`config.mk`:
```
export PLATFORM = sky130hd
export DESIGN_NAME = ahb_lite_master
export DESIGN_NICKNAME = d
export VERILOG_FILES = /design/src/rtl/ahb_pkg.sv /design/src/rtl/ahb_lite_master.sv
export SDC_FILE = /design/constraint.sdc
export NUM_CORES = 1
export LEC_CHECK = 0
export BUFFER_PORTS_ARGS = -buffer_cell sky130_fd_sc_hd__buf_4
export CORE_UTILIZATION = 49
export DETAILED_ROUTE_END_ITERATION = 7
export PLACE_DENSITY = 0.88
export SLEW_MARGIN = 30
export SYNTH_ARGS = -nofsm -noshare
export SYNTH_HDL_FRONTEND = slang
export SYNTH_SLANG_ARGS = --single-unit
export TNS_END_PERCENT = 100
```
`constraint.sdc`:
```
create_clock -name HCLK -period 1.2 [get_ports HCLK]
set_input_delay 0.24 -clock HCLK [delete_from_list [all_inputs] [get_ports HCLK]]
set_output_delay 0.24 -clock HCLK [all_outputs]
set_load 0.02 [all_outputs]
```
`src/rtl/ahb_pkg.sv`:
```
// Shared AHB-Lite definitions: transfer-type encodings and command/response records.
package ahb_pkg;

    localparam logic [1:0] HTRANS_IDLE   = 2'b00;
    localparam logic [1:0] HTRANS_NONSEQ = 2'b10;

    // Default-width records for integrators that pass commands/responses as one bundle.
    localparam int unsigned AHB_ADDR_W = 32;
    localparam int unsigned AHB_DATA_W = 32;

    typedef struct packed {
        logic                  write;
        logic [AHB_ADDR_W-1:0] addr;
        logic [AHB_DATA_W-1:0] wdata;
    } ahb_cmd_t;

    typedef struct packed {
        logic                  write;
        logic [AHB_DATA_W-1:0] rdata;
        logic                  err;
    } ahb_rsp_t;

    // Transfer type driven for a given address-stage occupancy.
    function automatic logic [1:0] htrans_for(input logic busy);
        return busy ? HTRANS_NONSEQ : HTRANS_IDLE;
    endfunction

endpackage

```
`src/rtl/ahb_lite_master.sv`:
```
// AHB-Lite initiator: turns a valid/ready command stream into single NONSEQ transfers
// through a two-stage (address/data) pipeline, one transfer per cycle at zero wait.
// Optional stall timeout with sticky lock: define AHB_MASTER_TIMEOUT_EN.
module ahb_lite_master
    import ahb_pkg::*;
#(
    parameter int unsigned ADDR_W         = 32,
    parameter int unsigned DATA_W         = 32,
    parameter int unsigned TIMEOUT_CYCLES = 256
) (
    input  logic              HCLK,
    input  logic              HRESETn,
    input  logic              cmd_valid,
    output logic              cmd_ready,
    input  logic              cmd_write,
    input  logic [ADDR_W-1:0] cmd_addr,
    input  logic [DATA_W-1:0] cmd_wdata,
    output logic              rsp_valid,
    output logic              rsp_write,
    output logic [DATA_W-1:0] rsp_rdata,
    output logic              rsp_err,
    output logic [ADDR_W-1:0] HADDR,
    output logic [1:0]        HTRANS,
    output logic              HWRITE,
    output logic              HSEL,
    output logic [DATA_W-1:0] HWDATA,
    output logic              HREADY,
    input  logic              HREADYOUT,
    input  logic [DATA_W-1:0] HRDATA
);

    // Address stage
    logic              a_v;
    logic [ADDR_W-1:0] a_addr;
    logic              a_write;
    logic [DATA_W-1:0] a_wdata;
    // Data stage
    logic              d_v;
    logic              d_write;
    logic [DATA_W-1:0] d_wdata;

    logic cmd_accept;
    logic flush;      // timeout forces both stages out
    logic lock;       // sticky after a timeout until reset
    logic pend_a;     // flushed address stage still owes a response
    logic pend_write;

`ifdef AHB_MASTER_TIMEOUT_EN
    localparam int unsigned TMO_W =
        ($clog2(TIMEOUT_CYCLES + 1) > 8) ? $clog2(TIMEOUT_CYCLES + 1) : 8;

    logic [TMO_W-1:0] tmo_q;

    assign flush = d_v && !HREADYOUT && !lock && (tmo_q == TMO_W'(TIMEOUT_CYCLES - 1));

    // Count consecutive stalled data-phase cycles; arm the lock and the flushed-address report.
    always_ff @(posedge HCLK) begin
        if (!HRESETn) begin
            tmo_q      <= '0;
            lock       <= 1'b0;
            pend_a     <= 1'b0;
            pend_write <= 1'b0;
        end else begin
            pend_a <= 1'b0;
            if (flush) begin
                tmo_q      <= '0;
                lock       <= 1'b1;
                pend_a     <= a_v;
                pend_write <= a_write;
            end else if (d_v && !HREADYOUT) begin
                tmo_q <= tmo_q + 1'b1;
            end else begin
                tmo_q <= '0;
            end
        end
    end
`else
    logic unused_cfg;
    assign unused_cfg = ^TIMEOUT_CYCLES;
    assign flush      = 1'b0;
    assign lock       = 1'b0;
    assign pend_a     = 1'b0;
    assign pend_write = 1'b0;
`endif

    // Ready never looks at cmd_valid; an empty address stage can always take a command.
    always_comb begin
        cmd_ready  = (!a_v || HREADYOUT) && !lock;
        cmd_accept = cmd_valid && cmd_ready;
    end

    // Bus-side drive straight from the pipeline registers.
    always_comb begin
        HTRANS = htrans_for(a_v);
        HSEL   = a_v;
        HADDR  = a_addr;
        HWRITE = a_write;
        HWDATA = d_wdata;
        HREADY = HREADYOUT;
    end

    // Pipeline advance: shift on HREADYOUT, otherwise hold (an empty address stage may still fill).
    always_ff @(posedge HCLK) begin
        if (!HRESETn) begin
            a_v     <= 1'b0;
            a_addr  <= '0;
            a_write <= 1'b0;
            a_wdata <= '0;
            d_v     <= 1'b0;
            d_write <= 1'b0;
            d_wdata <= '0;
        end else if (flush) begin
            a_v <= 1'b0;
            d_v <= 1'b0;
        end else begin
            if (HREADYOUT) begin
                d_v <= a_v;
                if (a_v) begin
                    d_write <= a_write;
                    d_wdata <= a_wdata;
                end
                a_v <= cmd_accept;
            end else if (cmd_accept) begin
                a_v <= 1'b1;
            end
            if (cmd_accept) begin
                a_addr  <= cmd_addr;
                a_write <= cmd_write;
                a_wdata <= cmd_wdata;
            end
        end
    end

    // Completion strobe; write/rdata hold between pulses.
    always_ff @(posedge HCLK) begin
        if (!HRESETn) begin
            rsp_valid <= 1'b0;
            rsp_write <= 1'b0;
            rsp_rdata <= '0;
            rsp_err   <= 1'b0;
        end else if (flush) begin
            rsp_valid <= 1'b1;
            rsp_write <= d_write;
            rsp_rdata <= '0;
            rsp_err   <= 1'b1;
        end else if (pend_a) begin
            rsp_valid <= 1'b1;
            rsp_write <= pend_write;
            rsp_rdata <= '0;
            rsp_err   <= 1'b1;
        end else begin
            rsp_valid <= d_v && HREADYOUT;
            rsp_err   <= 1'b0;
            if (d_v && HREADYOUT) begin
                rsp_write <= d_write;
                rsp_rdata <= d_write ? '0 : HRDATA;
            end
        end
    end

endmodule

```
==> results.json <==
{
  "status": "finished with violations",
  "die_y_um": 106.4,
  "syn2layout_area_growth_pct": 75.86,
  "fin_hold_ws_ns": -0.007553,
  "final_common_cell": "nand2_1",
  "report.final.slew_viol_count": 0,
  "clock_sinks": 134,
  "io_pins": 206,
  "r2r_cells": 5,
  "layout_setup_ws_ns": -0.1961,
  "finalPower_mw": 12.03,
  "cts_buffer_depth": 2,
  "path_delay_family": "flip-flops",
  "dpl.hpwl_mm": 9.230,
  "start_util_pct": 51.02,
  "rsz0062_at_grt": "true",
  "setup_viol": 176,
  "slowest_delay_ns": 0.37,
  "hold_path_class": "primary input to flip-flop",
  "first_iter_violations": 533,
  "crit_path_max_fanout": 8,
  "critPathBufInv": 2,
  "violations": "negative hold slack, negative setup slack",
  "p_leak_nw": 4.116,
  "grt_pass1_vias": 5661,
  "cts_max_level": 4,
  "grt_pass1_wl_mm": 26.93,
  "end_kind": "flip-flop",
  "gp_congestion": 0.7893,
  "ys_types": 17,
  "synthTopCellsByArea": "dfxtp_1 50%, nand2_1 16%, mux2i_1 12%",
  "ys_seq_area_share_pct": 50.26,
  "routed_wl_mm": 22.02,
  "grt_max_degree": 79,
  "synth_area_per_cell_um2": 9.016,
  "worst_path_max_delay_cell": "dfxtp_4",
  "drc": 0,
  "antenna_left": 0,
  "vias": 5856,
  "timing_hold_violations_final": 1,
  "syn_area_mm2": 0.005338,
  "crit_type": "flip-flop to flip-flop",
  "core-area_mm2": 0.01046,
  "syn_inst": 592,
  "r2r_slack_ns": -0.20,
  "fin_crit_sh_pct": 116.3,
  "layout.nets": 1003,
  "io_buffers": 203,
  "antenna_found_initial": 0,
  "power_density_mw_per_mm2": 1282,
  "die_area_mm2": 0.01131,
  "drv_cap": 0,
  "post_drt_wl_per_cell_um": 20.95,
  "ir_drop_v": 0.0009878,
  "drive_above_1_share_pct": 45.57,
  "avgViaCountPerCell": 5.572,
  "max_freq_mhz": 716.3,
  "cts_tree": "yes",
  "timing.rr.end": "HADDR[26]",
  "final_cell_mix": "230 x nand2_1, 155 x buf_4, 103 x buf_6",
  "finClkSkew_ns": 0.009545,
  "critPathLaunchType": "flip-flop",
  "synth_top_area_cell": "dfxtp_1",
  "r2r_start": "HSEL",
  "yosysWarningCount": 0,
  "worstPathCellList": "nand2b_4 -> buf_6 -> and2_4 -> clkbuf_16 -> mux2i_1",
  "clk_pin_slew_ns": 0.06,
  "dr.pass1.iters": 8,
  "die_x_um": 106.4,
  "fp-row-count": 37,
  "clk_latency_ns": 0.53,
  "track_usage_pct": 30.84,
  "cp.arrival_ns": 1.83,
  "period_needed_ns": 1.396,
  "critPathCapture": "HADDR[26]",
  "diodes": 0,
  "ys_ff_latch": 134,
  "path_depth": 5,
  "cp.required_ns": 1.63,
  "synth.top_cell.area_share_pct": 50.26,
  "cts_made_buffers": 17,
  "place_ws_ns": -0.02992,
  "startpoint": "HSEL",
  "grt_overflow": 0,
  "root_buffer": "clkbuf_8"
}
==> report_power, final <==
| group | internal, mW | switching, mW |
|---|---|---|
| Combinational | 0.994 | 0.827 |
| Clock | 3.37 | 2.04 |
| Sequential | 4.66 | 0.142 |
==> worst min path at each step <==
| stage | startpoint | to | slack [ns] | depth (start not counted) |
|---|---|---|---|---|
| finish | cmd_wdata[9] | a_wdata[9] | -0.008 | 3 |
| global route | cmd_wdata[9] | a_wdata[9] | -0.006 | 3 |
| CTS | HRDATA[24] | rsp_rdata[24] | 0.0005 | 3 |
| detailed placement | a_wdata[21] | a_wdata[21] | 0.45 | 2 |
| global placement | a_wdata[25] | HWDATA[25] | 0.44 | 2 |
| floorplan | cmd_valid | HSEL | 0.37 | 2 |
==> synth_stat cells <==
cell,instances
mux2i_1,65
and3_1,1
buf_4,7
nand2b_1,1
nand4b_1,32
nand2b_4,1
and2_1,2
clkbuf_1,24
a21boi_0,63
dfxtp_1,134
nand2_1,231
buf_6,6
inv_1,1
conb_1,1
nand3_1,1
a21boi_1,5
buf_2,17
==> worst min-delay path, cell delays in order <==
cell and delay, ns:
buf_4 0.11, nand2_1 0.05, mux2i_1 0.06
==> cell families (layout without fill, tap and decap cells) <==
group / Yosys count / count (layout) / share of synthesized area [%]
DFF: 134 / 134 / 50.26
muxes: 65 / 65 / 12.19
and+or+nand+nor: 269 / 270 / 22.32
AOI/OAI and AO/OA: 68 / 68 / 9.564
other: 1 / 2 / 0.07026
buffers and inverters: 55 / 376 / 5.602
==> state kept, by name, indices dropped and copies added (netlist names), 32 cells and up <==
| name | flops |
|---|---|
| HADDR | 32 |
| HWDATA | 32 |
| a_wdata | 32 |
| rsp_rdata | 32 |
==> routing by layer <==
metal	track usage (%)	share of wire, %	routed length [um]	vias up
met5	0	0	0	-
met4	17.56	6.0	1327	0
met3	7.971	6.9	1511	115
met2	57.84	52	11440	355
met1	30.42	35	7740	2815
li1	-	-	-	2571
==> final cells by class <==
class                   instances  area, um2
fillers                       412       1076
clock buffers                  19      421.7
well taps                     136      170.2
multi-input cells             405       2396
clock inverters                13      180.2
repair buffers                343       3405
inverters                       1      3.754
flip-flops and latches        134       2810
==> metrics by stage <==
step                      setup TNS (ns)  cells  area [um2]  util (%)
after floorplan                        0    593        5345         -
after global placement                 0    894        7004     66.95
after detailed placement         -0.1988    894        7004     66.95
after CTS                         -6.089   1013        8919     85.24
after global routing              -14.07   1051        9387     89.72
final                             -8.973   1051        9387     89.72
==> repair_timing <==
item                                   CTS  global route
hold buffers                            64             0
endpoints found under the hold margin   64             0
gates resized for setup                199            20
gates cloned                             0            10
setup endpoints to repair              102           169
buffers inserted                        23            28
pin swaps                                1             0
No activity file was read; power rests on OpenSTA's default activity.
